<file path="src/rtl/shift_normalizer_if.sv">
// Request/result bundle between a controller and the shift normalizer.
// The controller holds the master side; the normalizer is the slave.
interface shift_normalizer_if #(
    parameter int WIDTH = 16,
    parameter int CW    = 5
) ();
    logic             start;
    logic             mode;
    logic [WIDTH-1:0] din;
    logic [WIDTH-1:0] dout;
    logic [CW-1:0]    count;
    logic             zero;
    logic             busy;
    logic             done;

    modport master (
        output start, mode, din,
        input  dout, count, zero, busy, done
    );

    modport slave (
        input  start, mode, din,
        output dout, count, zero, busy, done
    );
endinterface

</file>
<file path="src/rtl/shift_normalizer.sv">
// Iterative normalizer: shifts an operand left one bit per cycle until its MSB
// is 1 (unsigned) or differs from MSB-1 (signed), then reports result and count.
module shift_normalizer #(
    parameter int WIDTH = 16,
    parameter int CW    = 5
) (
    input  logic              clk,
    input  logic              reset_n,
    shift_normalizer_if.slave bus
);

    typedef enum logic [1:0] {
        IDLE  = 2'd0,
        SHIFT = 2'd1,
        DONE  = 2'd2
    } state_t;

    state_t           state;
    logic [WIDTH-1:0] work_p0;
    logic [CW-1:0]    cnt_p0;
    logic             mode_p0;
    logic [WIDTH-1:0] dout_p1;
    logic [CW-1:0]    count_p1;
    logic             zero_p1;
    logic             busy_p1;
    logic             done_p1;
    logic             is_zero;
    logic             is_norm;

    function automatic logic normalized(input logic [WIDTH-1:0] w, input logic signed_mode);
        if (signed_mode)
            return w[WIDTH-1] ^ w[WIDTH-2];
        else
            return w[WIDTH-1];
    endfunction

    assign is_zero = (work_p0 == '0);
    assign is_norm = normalized(work_p0, mode_p0);

    // Working operand and shift counter: loaded on accept, advanced while shifting.
    always_ff @(posedge clk) begin
        if (state == IDLE && bus.start) begin
            work_p0 <= bus.din;
            cnt_p0  <= '0;
            mode_p0 <= bus.mode;
        end else if (state == SHIFT && !is_zero && !is_norm) begin
            work_p0 <= {work_p0[WIDTH-2:0], 1'b0};
            cnt_p0  <= cnt_p0 + CW'(1);
        end
    end

    // Control FSM with registered result/status outputs.
    always_ff @(posedge clk or negedge reset_n) begin
        if (!reset_n) begin
            state    <= IDLE;
            dout_p1  <= '0;
            count_p1 <= '0;
            zero_p1  <= 1'b0;
            busy_p1  <= 1'b0;
            done_p1  <= 1'b0;
        end else begin
            done_p1 <= 1'b0;
            case (state)
                IDLE: begin
                    if (bus.start) begin
                        zero_p1 <= 1'b0;
                        busy_p1 <= 1'b1;
                        state   <= SHIFT;
                    end
                end
                SHIFT: begin
                    // An all-zero word never normalizes, so it is caught first.
                    if (is_zero) begin
                        dout_p1  <= '0;
                        count_p1 <= CW'(WIDTH);
                        zero_p1  <= 1'b1;
                        busy_p1  <= 1'b0;
                        done_p1  <= 1'b1;
                        state    <= DONE;
                    end else if (is_norm) begin
                        dout_p1  <= work_p0;
                        count_p1 <= cnt_p0;
                        busy_p1  <= 1'b0;
                        done_p1  <= 1'b1;
                        state    <= DONE;
                    end
                end
                DONE: begin
                    state <= IDLE;
                end
                default: begin
                    state   <= IDLE;
                    busy_p1 <= 1'b0;
                end
            endcase
        end
    end

    assign bus.dout  = dout_p1;
    assign bus.count = count_p1;
    assign bus.zero  = zero_p1;
    assign bus.busy  = busy_p1;
    assign bus.done  = done_p1;

endmodule

</file>
<file path="src/flat_wrapper.sv">
// flat-port wrapper written by rule: the top's interface ports become plain ports
module shift_normalizer_flat 
#(
    parameter int WIDTH = 16,
    parameter int CW    = 5
)
  (clk, reset_n, bus_start, bus_mode, bus_din, bus_dout, bus_count, bus_zero, bus_busy, bus_done);
  shift_normalizer_if #(.WIDTH(WIDTH), .CW(CW)) bus_i ();
  input  logic clk;
  input  logic reset_n;
  input wire logic [$bits(bus_i.start)-1:0] bus_start;
  input wire logic [$bits(bus_i.mode)-1:0] bus_mode;
  input wire logic [$bits(bus_i.din)-1:0] bus_din;
  output wire logic [$bits(bus_i.dout)-1:0] bus_dout;
  output wire logic [$bits(bus_i.count)-1:0] bus_count;
  output wire logic [$bits(bus_i.zero)-1:0] bus_zero;
  output wire logic [$bits(bus_i.busy)-1:0] bus_busy;
  output wire logic [$bits(bus_i.done)-1:0] bus_done;
  assign bus_i.start = bus_start;
  assign bus_i.mode = bus_mode;
  assign bus_i.din = bus_din;
  assign bus_dout = bus_i.dout;
  assign bus_count = bus_i.count;
  assign bus_zero = bus_i.zero;
  assign bus_busy = bus_i.busy;
  assign bus_done = bus_i.done;
  shift_normalizer #(.WIDTH(WIDTH), .CW(CW)) u_core (.clk(clk), .reset_n(reset_n), .bus(bus_i));
endmodule
</file>
<file path="config.mk">
export PLATFORM = sky130hd
export DESIGN_NAME = shift_normalizer_flat
export DESIGN_NICKNAME = d
export VERILOG_FILES = /design/src/rtl/shift_normalizer_if.sv /design/src/rtl/shift_normalizer.sv /design/src/flat_wrapper.sv
export SDC_FILE = /design/constraint.sdc
export NUM_CORES = 1
export LEC_CHECK = 0
export BUFFER_PORTS_ARGS = -buffer_cell sky130_fd_sc_hd__buf_2
export CAP_MARGIN = 20
export CORE_UTILIZATION = 39
export CTS_CLUSTER_SIZE = 12
export DETAILED_ROUTE_END_ITERATION = 16
export PLACE_DENSITY = 0.63
export SYNTH_ARGS = -nofsm -noshare
export SYNTH_HDL_FRONTEND = slang
export SYNTH_SLANG_ARGS = --single-unit
</file>
<file path="constraint.sdc">
create_clock -name clk -period 1.95 [get_ports clk]
set_clock_uncertainty 0.2 [all_clocks]
set_input_delay 0.585 -clock clk [delete_from_list [all_inputs] [get_ports clk]]
set_output_delay 0.585 -clock clk [all_outputs]
set_load 0.01 [all_outputs]
</file>
==> flow_summary.toml, run 1 <==
[place]
dpl.cell_count = 304
port_buffers = 43
place_area_um2 = 2420
dp_slack_ns = -0.0947
gp_congestion = 0.769
dp_hpwl_um = 3020

[finish]
diodes = 0
fin_cells = 315
utilization_pct = 54.1
fin_nets = 269
syn2layout_area_growth_pct = 31.9
multi_input_area_um2 = 713
layout_common_cells = "59 x nand2_1, 43 x buf_2, 26 x dfrtp_1"
n_fill_cell = 432
layout-drive-gt1-share_pct = 35.1
mostFrequentLayoutCell = "nand2_1"
ff_latch_area_um2 = 1260
post-route-cell-area_um2 = 2590

[routing]
drt-vias-per-instance = 4.80
top_layer = "met4"
firstDrtPassIters = 6
vias = 1513
wirelength_um = 4270
drt_iter0_markers = 79
wl_met2_um = 2030
antenna_left = 0
wire_per_inst_um = 13.6
drc = 0
wl_met1_um = 2030
met3_length_um = 149

[global_route]
grt_max_degree = 27
first_global_vias = 1430
antenna_found_initial = 0
grt-ovfl-total = 0
grt_usage_pct = 17.3
grt_pass1_wl_um = 6780

[cts]
cts-root-buf = "clkbuf_8"
tritoncts = "done"
cts_buffer_depth = 2
clock-sinks = 48
htreeDepth = 2
clk_pin_slew_worst_paths_ns = 0.08
cts_buffers = 5
insertion_delay_ns = 0.30

[die]
die_h_um = 73.0
start_util_pct = 41.0
dieArea_um2 = 5320
placementRows = 25
core_area_um2 = 4790
dieWidth_um = 73.0
io_pins = 44

[status]
outcome = "finished, final reports clean"

[synth]
syn_area_um2 = 1960
synthCells = 177
ys_ff_latch = 48
synth_top_area_cell = "dfrtp_1"
yosys_warnings = 0
ys_seq_area_share_pct = 64.2
syn_nets = 199
synth_cell_types = 30
synthTopCellsByArea = "dfrtp_1 33%, edfxtp_1 26%, nand2_1 12%, a22o_1 7.6%, dfxtp_1 5.1%"
yosysTopAreaCellShare_pct = 33.1
avgSynthCellArea_um2 = 11.1

[sta]
fin_crit_sh_pct = 98.8
fin_crit_ns = 1.93
timing.final.ws_setup_ns = 0.0243
setup_viol = 0
maxSlewHeadroom_pct = 61.7
rsz0062_at_grt = "true"
fin_setup_tns_ns = 0
worstMarginPinSlew_ns = 0.575
finalHoldViolCount = 0
slew_viol_final = 0
holdWs_ns = 0.0757
fmax_mhz = 519

[power]
p_leak_nw = 1.25
ir_drop_uv = 652
p_per_area_nw_per_um2 = 1660
power_mw = 4.30

[worst_hold_path]
hold_class = "input port to async pin"

[setup_path]
cp.arrival_ns = 1.73
setup.worst_path.class = "flop to flop"
r2r-end = "u_core.work_p0[2]"
cp_max_fo = 8
cp.required_ns = 1.75
cp-start-kind = "flop"
rr_startpoint = "u_core.work_p0[15]"
endpoint_kind = "flop"
reg2reg_depth = 6
rrSetupSlack_ns = 0.02

[flow_run]
cap_violations = 0
[power breakdown]
part	total [mW]	switching, mW	internal, mW
logic	1.90	0.992	0.909
registers	1.84	0.267	1.57
clock network	0.557	0.307	0.250
total	4.30	1.57	2.73
[critical path, stage by stage (launching register included)]
cell and delay, ns:
edfxtp_1 0.39, inv_1 0.08, ha_2 0.28, mux2i_4 0.20, and2_1 0.19, nand2_2 0.13
nand2_4 0.16
[timing repair]
action / in CTS / in global routing
resized for setup: 6 / 8
buffers inserted: 1 / 1
hold buffers: 0 / 0
gates cloned: 1 / 0
endpoints found under the hold margin: 0 / 0
endpoints found under the setup margin: 39 / 40
pin swaps: 2 / 2
[worst max path at each step]
stage | from | to | slack [ns] | cells after the start
2_1_floorplan | u_core.work_p0[14] | u_core.bus.dout[12] | 0.02 | 8
3_3_place_gp | u_core.work_p0[14] | u_core.work_p0[9] | -0.08 | 6
3_5_place_dp | u_core.work_p0[14] | u_core.work_p0[9] | -0.09 | 6
4_1_cts | u_core.work_p0[10] | u_core.bus.dout[6] | 0.01 | 6
5_1_grt | u_core.work_p0[15] | u_core.cnt_p0[2] | -0.07 | 7
6_report | u_core.work_p0[15] | u_core.work_p0[2] | 0.02 | 6
[synth_stat cells]
library cell / number
nor4b_1: 1
and3_1: 1
nor2_1: 3
mux2i_1: 3
a22o_1: 17
nand2_1: 61
nand3_1: 4
buf_6: 2
dfrtp_1: 26
dfxtp_1: 5
nor3_1: 3
clkbuf_1: 3
o31ai_1: 1
and2_1: 1
nand4_1: 1
buf_2: 1
clkinv_1: 1
a21oi_1: 2
nor4_1: 2
and4_1: 1
o311ai_0: 1
o211ai_1: 1
o21ai_0: 6
and2b_1: 1
inv_1: 5
nand2b_1: 2
edfxtp_1: 17
nor2_2: 2
a21oi_4: 1
ha_1: 2
[sequential cells by signal (all words and copies together) (netlist names)]
signal and count:
u_core.state 2, u_core.bus.count 5, u_core.bus.busy 1, u_core.cnt_p0 5, u_core.bus.done 1, u_core.work_p0 16
u_core.bus.zero 1, u_core.mode_p0 1, u_core.bus.dout 16
[kinds of logic (layout without fill, tap and decap cells)]
logic type                 Yosys count  in the layout  share of synthesized area, %
muxes                                3              3                          1.53
and+or+nand+nor                     83             84                          18.2
adders and majority gates            2              2                          1.27
buffers and inverters               12             82                          3.12
AOI/OAI and AO/OA                   29             29                          11.7
DFF                                 48             48                          64.2
[cell type report]
| class | instances | share of cell area (%) |
|---|---|---|
| clock buffers | 7 | 2.95 |
| clock inverters | 1 | 0.145 |
| inverters | 6 | 0.870 |
| multi-input cells | 118 | 27.5 |
| flip-flops and latches | 48 | 48.7 |
| well taps | 67 | 3.24 |
| repair buffers | 68 | 16.5 |
[per-layer routing]
metal	up-vias	global-route usage, %
met1	718	24.1
met3	5	4.42
met2	27	26.3
li1	763	-
met5	-	0
met4	0	5.88
Power figures use the tool's default switching activity.
==> run 2, diff against run 1 <==
CORE_ASPECT_RATIO = 0.8   (was not set)
==> run 2 against run 1 <==
Compared with the run above:
- maximum frequency grew 1.3%
- first-iteration DRC count grew 14%
- power grew 7.1%
- non-clock buffer count grew 8
- via count grew 0.26%
- global-route usage shrank 0.065 points
- cell count grew 0.32%
- worst hold slack gained 0.0050 ns
- routed wire length shrank 0.98%
- critical path type unchanged
==> flow_summary.toml, run 2 (synthesized netlist as in run 1, its figures left out) <==
[power]
p_per_area_nw_per_um2 = 1700
p_leak_nw = 1.32
ir_drop_uv = 853

[finish]
layout_common_cells = "59 x nand2_1, 43 x buf_2, 29 x buf_4"
post-route-cell-area_um2 = 2700
mostFrequentLayoutCell = "nand2_1"
utilization_pct = 57.4
diodes = 0
syn2layout_area_growth_pct = 37.7
fin_nets = 277
layout-drive-gt1-share_pct = 39.1

[cts]
clock-sinks = 48
cts-root-buf = "clkbuf_8"
insertion_delay_ns = 0.29
clk_pin_slew_worst_paths_ns = 0.09
hold_buffers = 0
tritoncts = "done"
cts_buffer_depth = 2
htreeDepth = 2
cts_buffers = 5

[setup_path]
endpoint_kind = "flop"
cp_max_fo = 8
setup.worst_path.class = "flop to flop"
cp.required_ns = 1.94
cp-start-kind = "flop"
cp.arrival_ns = 1.89

[die]
core_area_um2 = 4710
placementRows = 22
die_h_um = 65.5
start_util_pct = 41.7
dieArea_um2 = 5320
dieWidth_um = 81.3
io_pins = 44

[status]
outcome = "finished, final reports clean"

[sta]
rsz0062_at_grt = "true"
maxSlewHeadroom_pct = 61.3
timing.final.ws_setup_ns = 0.0486
fin_crit_sh_pct = 97.5
slew_viol_final = 0
finalHoldViolCount = 0
fin_crit_ns = 1.90
worstMarginPinSlew_ns = 0.581
fmax_mhz = 526
setup_viol = 0

[global_route]
grt-ovfl-total = 0
grt_pass1_wl_um = 6730
grt_usage_pct = 17.2
grt_max_degree = 27
antenna_found_initial = 0
first_global_vias = 1377

[flow_run]
cap_violations = 0

[routing]
drt-vias-per-instance = 4.80
drt_iter0_markers = 90
antenna_left = 0
drc = 0
vias = 1517
wire_per_inst_um = 13.4
firstDrtPassIters = 4
wirelength_um = 4230

[place]
port_buffers = 43
dp_hpwl_um = 3010
place_area_um2 = 2440
gp_congestion = 0.777
dp_slack_ns = -0.0840

[worst_hold_path]
hold_class = "input port to async pin"
==> run 2: layout make-up <==
class / instances / area [µm²]
clock buffers: 5 / 68.8
well taps: 60 / 75.1
fillers: 411 / 2000
clock inverters: 3 / 47.5
flip-flops and latches: 48 / 1260
inverters: 6 / 22.5
repair buffers: 76 / 509
multi-input cells: 118 / 719
==> run 2: timing repair <==
action                     in CTS  in global routing
resized for setup               6                 12
cloned                          1                  1
setup endpoints to repair      40                 41
setup buffers                   2                  2
pin swaps                       2                 19
==> run 2: where the power goes <==
group / switching [mW] / internal [mW]
Sequential: 0.262 / 1.57
Combinational: 1.02 / 1.04
Clock: 0.328 / 0.386
Total: 1.61 / 2.99
==> run 2: layer usage <==
layer | GRT usage, % | share of wire [%]
met3 | 4.17 | 4.5
met1 | 25.6 | 49
met4 | 4.02 | 0.52
met5 | 0 | 0
met2 | 25.1 | 46
==> run 2: worst paths after layout <==
check | from | to | slack (ns) | depth (start not counted)
worst max-delay path | u_core.work_p0[14] | u_core.bus.dout[6] | 0.05 | 7
worst min-delay path | reset_n | u_core.bus.count[4] | 0.08 | 1
worst max register to register | u_core.work_p0[14] | u_core.bus.dout[6] | 0.05 | 7
worst min register to register | u_core.cnt_p0[4] | u_core.cnt_p0[4] | 0.27 | 1
max in group asynchronous | reset_n | u_core.bus.dout[0] | 1.08 | 1
min in group clk | bus_mode | u_core.mode_p0 | 0.26 | 1
==> run 2: per-stage QoR <==
stage / total power, mW / setup TNS (ns) / std cells / hold slack (ns)
after floorplan: 2.75 / 0 / 177 / 0.0894
after detailed placement: 3.62 / -1.46 / 302 / 0.254
after CTS: 4.47 / 0 / 313 / 0.103
after global placement: 3.60 / -0.0102 / 302 / 0.248
final: 4.60 / 0 / 316 / 0.0807
after global routing: 4.92 / -0.162 / 316 / 0.114
==> run 2: critical path: stages (launching register included) <==
cell and delay [ns]:
edfxtp_1 0.40, inv_2 0.10, ha_4 0.14, nor4b_4 0.20, and4_4 0.29, a21oi_4 0.09
clkbuf_16 0.18, a22o_1 0.21
==> run 3, diff against run 2 <==
ABC_AREA = 1   (was not set)
CORE_UTILIZATION = 40   (was 39)
PLACE_DENSITY = 0.64   (was 0.63)
==> run 3 against run 2 <==
Compared with the run above:
- combinational power is 8% lower
- synthesized area is 8.7% higher
- worst hold slack better by 0.013 ns
- sequential share of layout area is 1.9 points higher
- maximum frequency is 5.5% higher
- final area is 3.8% lower
- critical path type unchanged
- sequential power is 3% higher
- synthesized cell count is 36% higher
- non-clock buffer count is 15 lower
==> flow_summary.toml, run 3 <==
[cts]
clock-sinks = 48
tritoncts = "done"
cts_buffer_depth = 2
cts_buffers = 5
clk_pin_slew_worst_paths_ns = 0.08
htreeDepth = 2
cts_setup_buffers = 0
cts-root-buf = "clkbuf_8"
insertion_delay_ns = 0.30

[place]
place_area_um2 = 2510
dp_hpwl_um = 3540
dp_slack_ns = 0.0519
port_buffers = 43
gp_congestion = 0.871
dpl.cell_count = 354

[sta]
rsz0062_at_grt = "false"
maxSlewHeadroom_pct = 58.9
finalHoldViolCount = 0
fin_setup_tns_ns = 0
fmax_mhz = 555
timing.final.ws_setup_ns = 0.148
worstMarginPinSlew_ns = 0.617
slew_viol_final = 0
fin_crit_ns = 1.80
fin_crit_sh_pct = 92.4
setup_viol = 0

[synth]
ys.flop_type = "dfrtp_1"
synth-async-reset-ratio_pct = 54.2
avgSynthCellArea_um2 = 8.86
syn_area_um2 = 2130
synthTopCellsByArea = "dfrtp_1 30%, edfxtp_1 24%, nand2_1 18%, nand3_1 8.0%, dfxtp_1 4.7%"
ys_ff_latch = 48
yosys_warnings = 0
yosysMostFrequentCell = "nand2_1"
synth_top_area_cell = "dfrtp_1"
yosys-top-cells-count = "104 x nand2_1, 34 x nand3_1, 26 x dfrtp_1, 17 x edfxtp_1, 12 x nor2_1"
synth_edf_count = 17
syn_nets = 263
ys_seq_area_share_pct = 59.1
yosysTopAreaCellShare_pct = 30.5
synthCells = 241
synth_cell_types = 23

[worst_hold_path]
hold_class = "input port to async pin"

[power]
power_mw = 4.33
ir_drop_uv = 589
p_per_area_nw_per_um2 = 1660
p_leak_nw = 1.33

[setup_path]
cp.arrival_ns = 1.79
crit_top_cell = "nand2_1"
path_delay_family = "simple AND/OR/NAND/NOR gates"
slowest_stage = "edfxtp_1"
setup.worst_path.class = "flop to flop"
cp_cell_sequence = "inv_1 -> ha_1 -> nand2_1 -> o21ai_2 -> nand2_1 -> nand2_4 -> nand2_1 -> nand2_1"
crit_buf_inv = 1
cp-start-kind = "flop"
rrSetupSlack_ns = 0.15
endpoint_kind = "flop"
slowest_delay_ns = 0.40
cp_max_fo = 15
cp.required_ns = 1.94

[routing]
met3_length_um = 416
firstDrtPassIters = 4
drt-vias-per-instance = 4.85
wl_met1_um = 2390
antenna_left = 0
wire_per_inst_um = 13.2
wl_met2_um = 1920
drc = 0
vias = 1755
wirelength_um = 4770
drt_iter0_markers = 194
top_layer = "met4"

[die]
dieWidth_um = 83.7
die_h_um = 67.3
core_area_um2 = 5060
start_util_pct = 42.1
io_pins = 44
dieArea_um2 = 5630
placementRows = 23

[finish]
fin_cells = 362
syn2layout_area_growth_pct = 21.8
multi_input_area_um2 = 792
ff_latch_area_um2 = 1260
n_fill_cell = 493
layout_common_cells = "103 x nand2_1, 43 x buf_2, 34 x nand3_1"
post-route-cell-area_um2 = 2600
mostFrequentLayoutCell = "nand2_1"
diodes = 0
layout-drive-gt1-share_pct = 26.3
fin_nets = 321

[global_route]
antenna_found_initial = 0
grt_max_degree = 27
grt_usage_pct = 18.2
grt_pass1_wl_um = 7690
grt-ovfl-total = 0
first_global_vias = 1565

[status]
outcome = "finished, final reports clean"

[flow_run]
cap_violations = 0
-- run 3: area by class of cell --
type / instances / area share, %
Clock buffer: 7 / 2.94
Clock inverter: 1 / 0.192
Inverter: 10 / 1.44
Multi-Input combinational cell: 173 / 30.5
Sequential cell: 48 / 48.5
Tap cell: 62 / 2.98
Timing Repair Buffer: 61 / 13.5
-- run 3: what timing repair did --
action | CTS | global route
hold buffers | 0 | 0
endpoints found under the setup margin | 0 | 16
gates resized for setup | 0 | 1
-- run 3: cell families after synthesis --
group | share of synthesized area (%)
AND/OR/NAND/NOR | 32.9
flip-flops | 59.1
buffers and inverters | 4.16
AO/OA/AOI/OAI | 2.29
adder cells (fa/ha/maj) | 1.17
XOR/XNOR | 0.410
-- run 3: power breakdown --
group | internal [mW] | switching, mW | total [mW]
Sequential | 1.62 | 0.259 | 1.88
Combinational | 0.741 | 1.15 | 1.89
Clock | 0.252 | 0.306 | 0.558
Total | 2.61 | 1.72 | 4.33
-- run 3: path summary, 6_finish.rpt --
kind                                    start             endpoint  cells after the start
setup / recovery           u_core.work_p0[14]   u_core.bus.dout[3]                      8
hold / removal                        reset_n      u_core.bus.busy                      1
setup reg to reg           u_core.work_p0[14]   u_core.bus.dout[3]                      8
hold reg to reg               u_core.bus.busy      u_core.bus.busy                      2
max in group asynchronous             reset_n  u_core.bus.count[0]                      1
min in group clk                     bus_mode       u_core.mode_p0                      1
-- run 3: layer usage --
| metal | up-vias | GRT usage [%] |
|---|---|---|
| met2 | 67 | 25.0 |
| met3 | 4 | 6.11 |
| met5 | - | 0 |
| met4 | 0 | 4.66 |
| met1 | 790 | 27.1 |
| li1 | 894 | - |
-- run 3: through the flow --
stage | hold slack (ns) | util, %
3_5_place_dp | 0.266 | 49.6
4_1_cts | 0.108 | 51.2
6_report | 0.0936 | 51.3
5_1_grt | 0.134 | 51.3
2_1_floorplan | 0.0894 | -
3_3_place_gp | 0.260 | 49.6
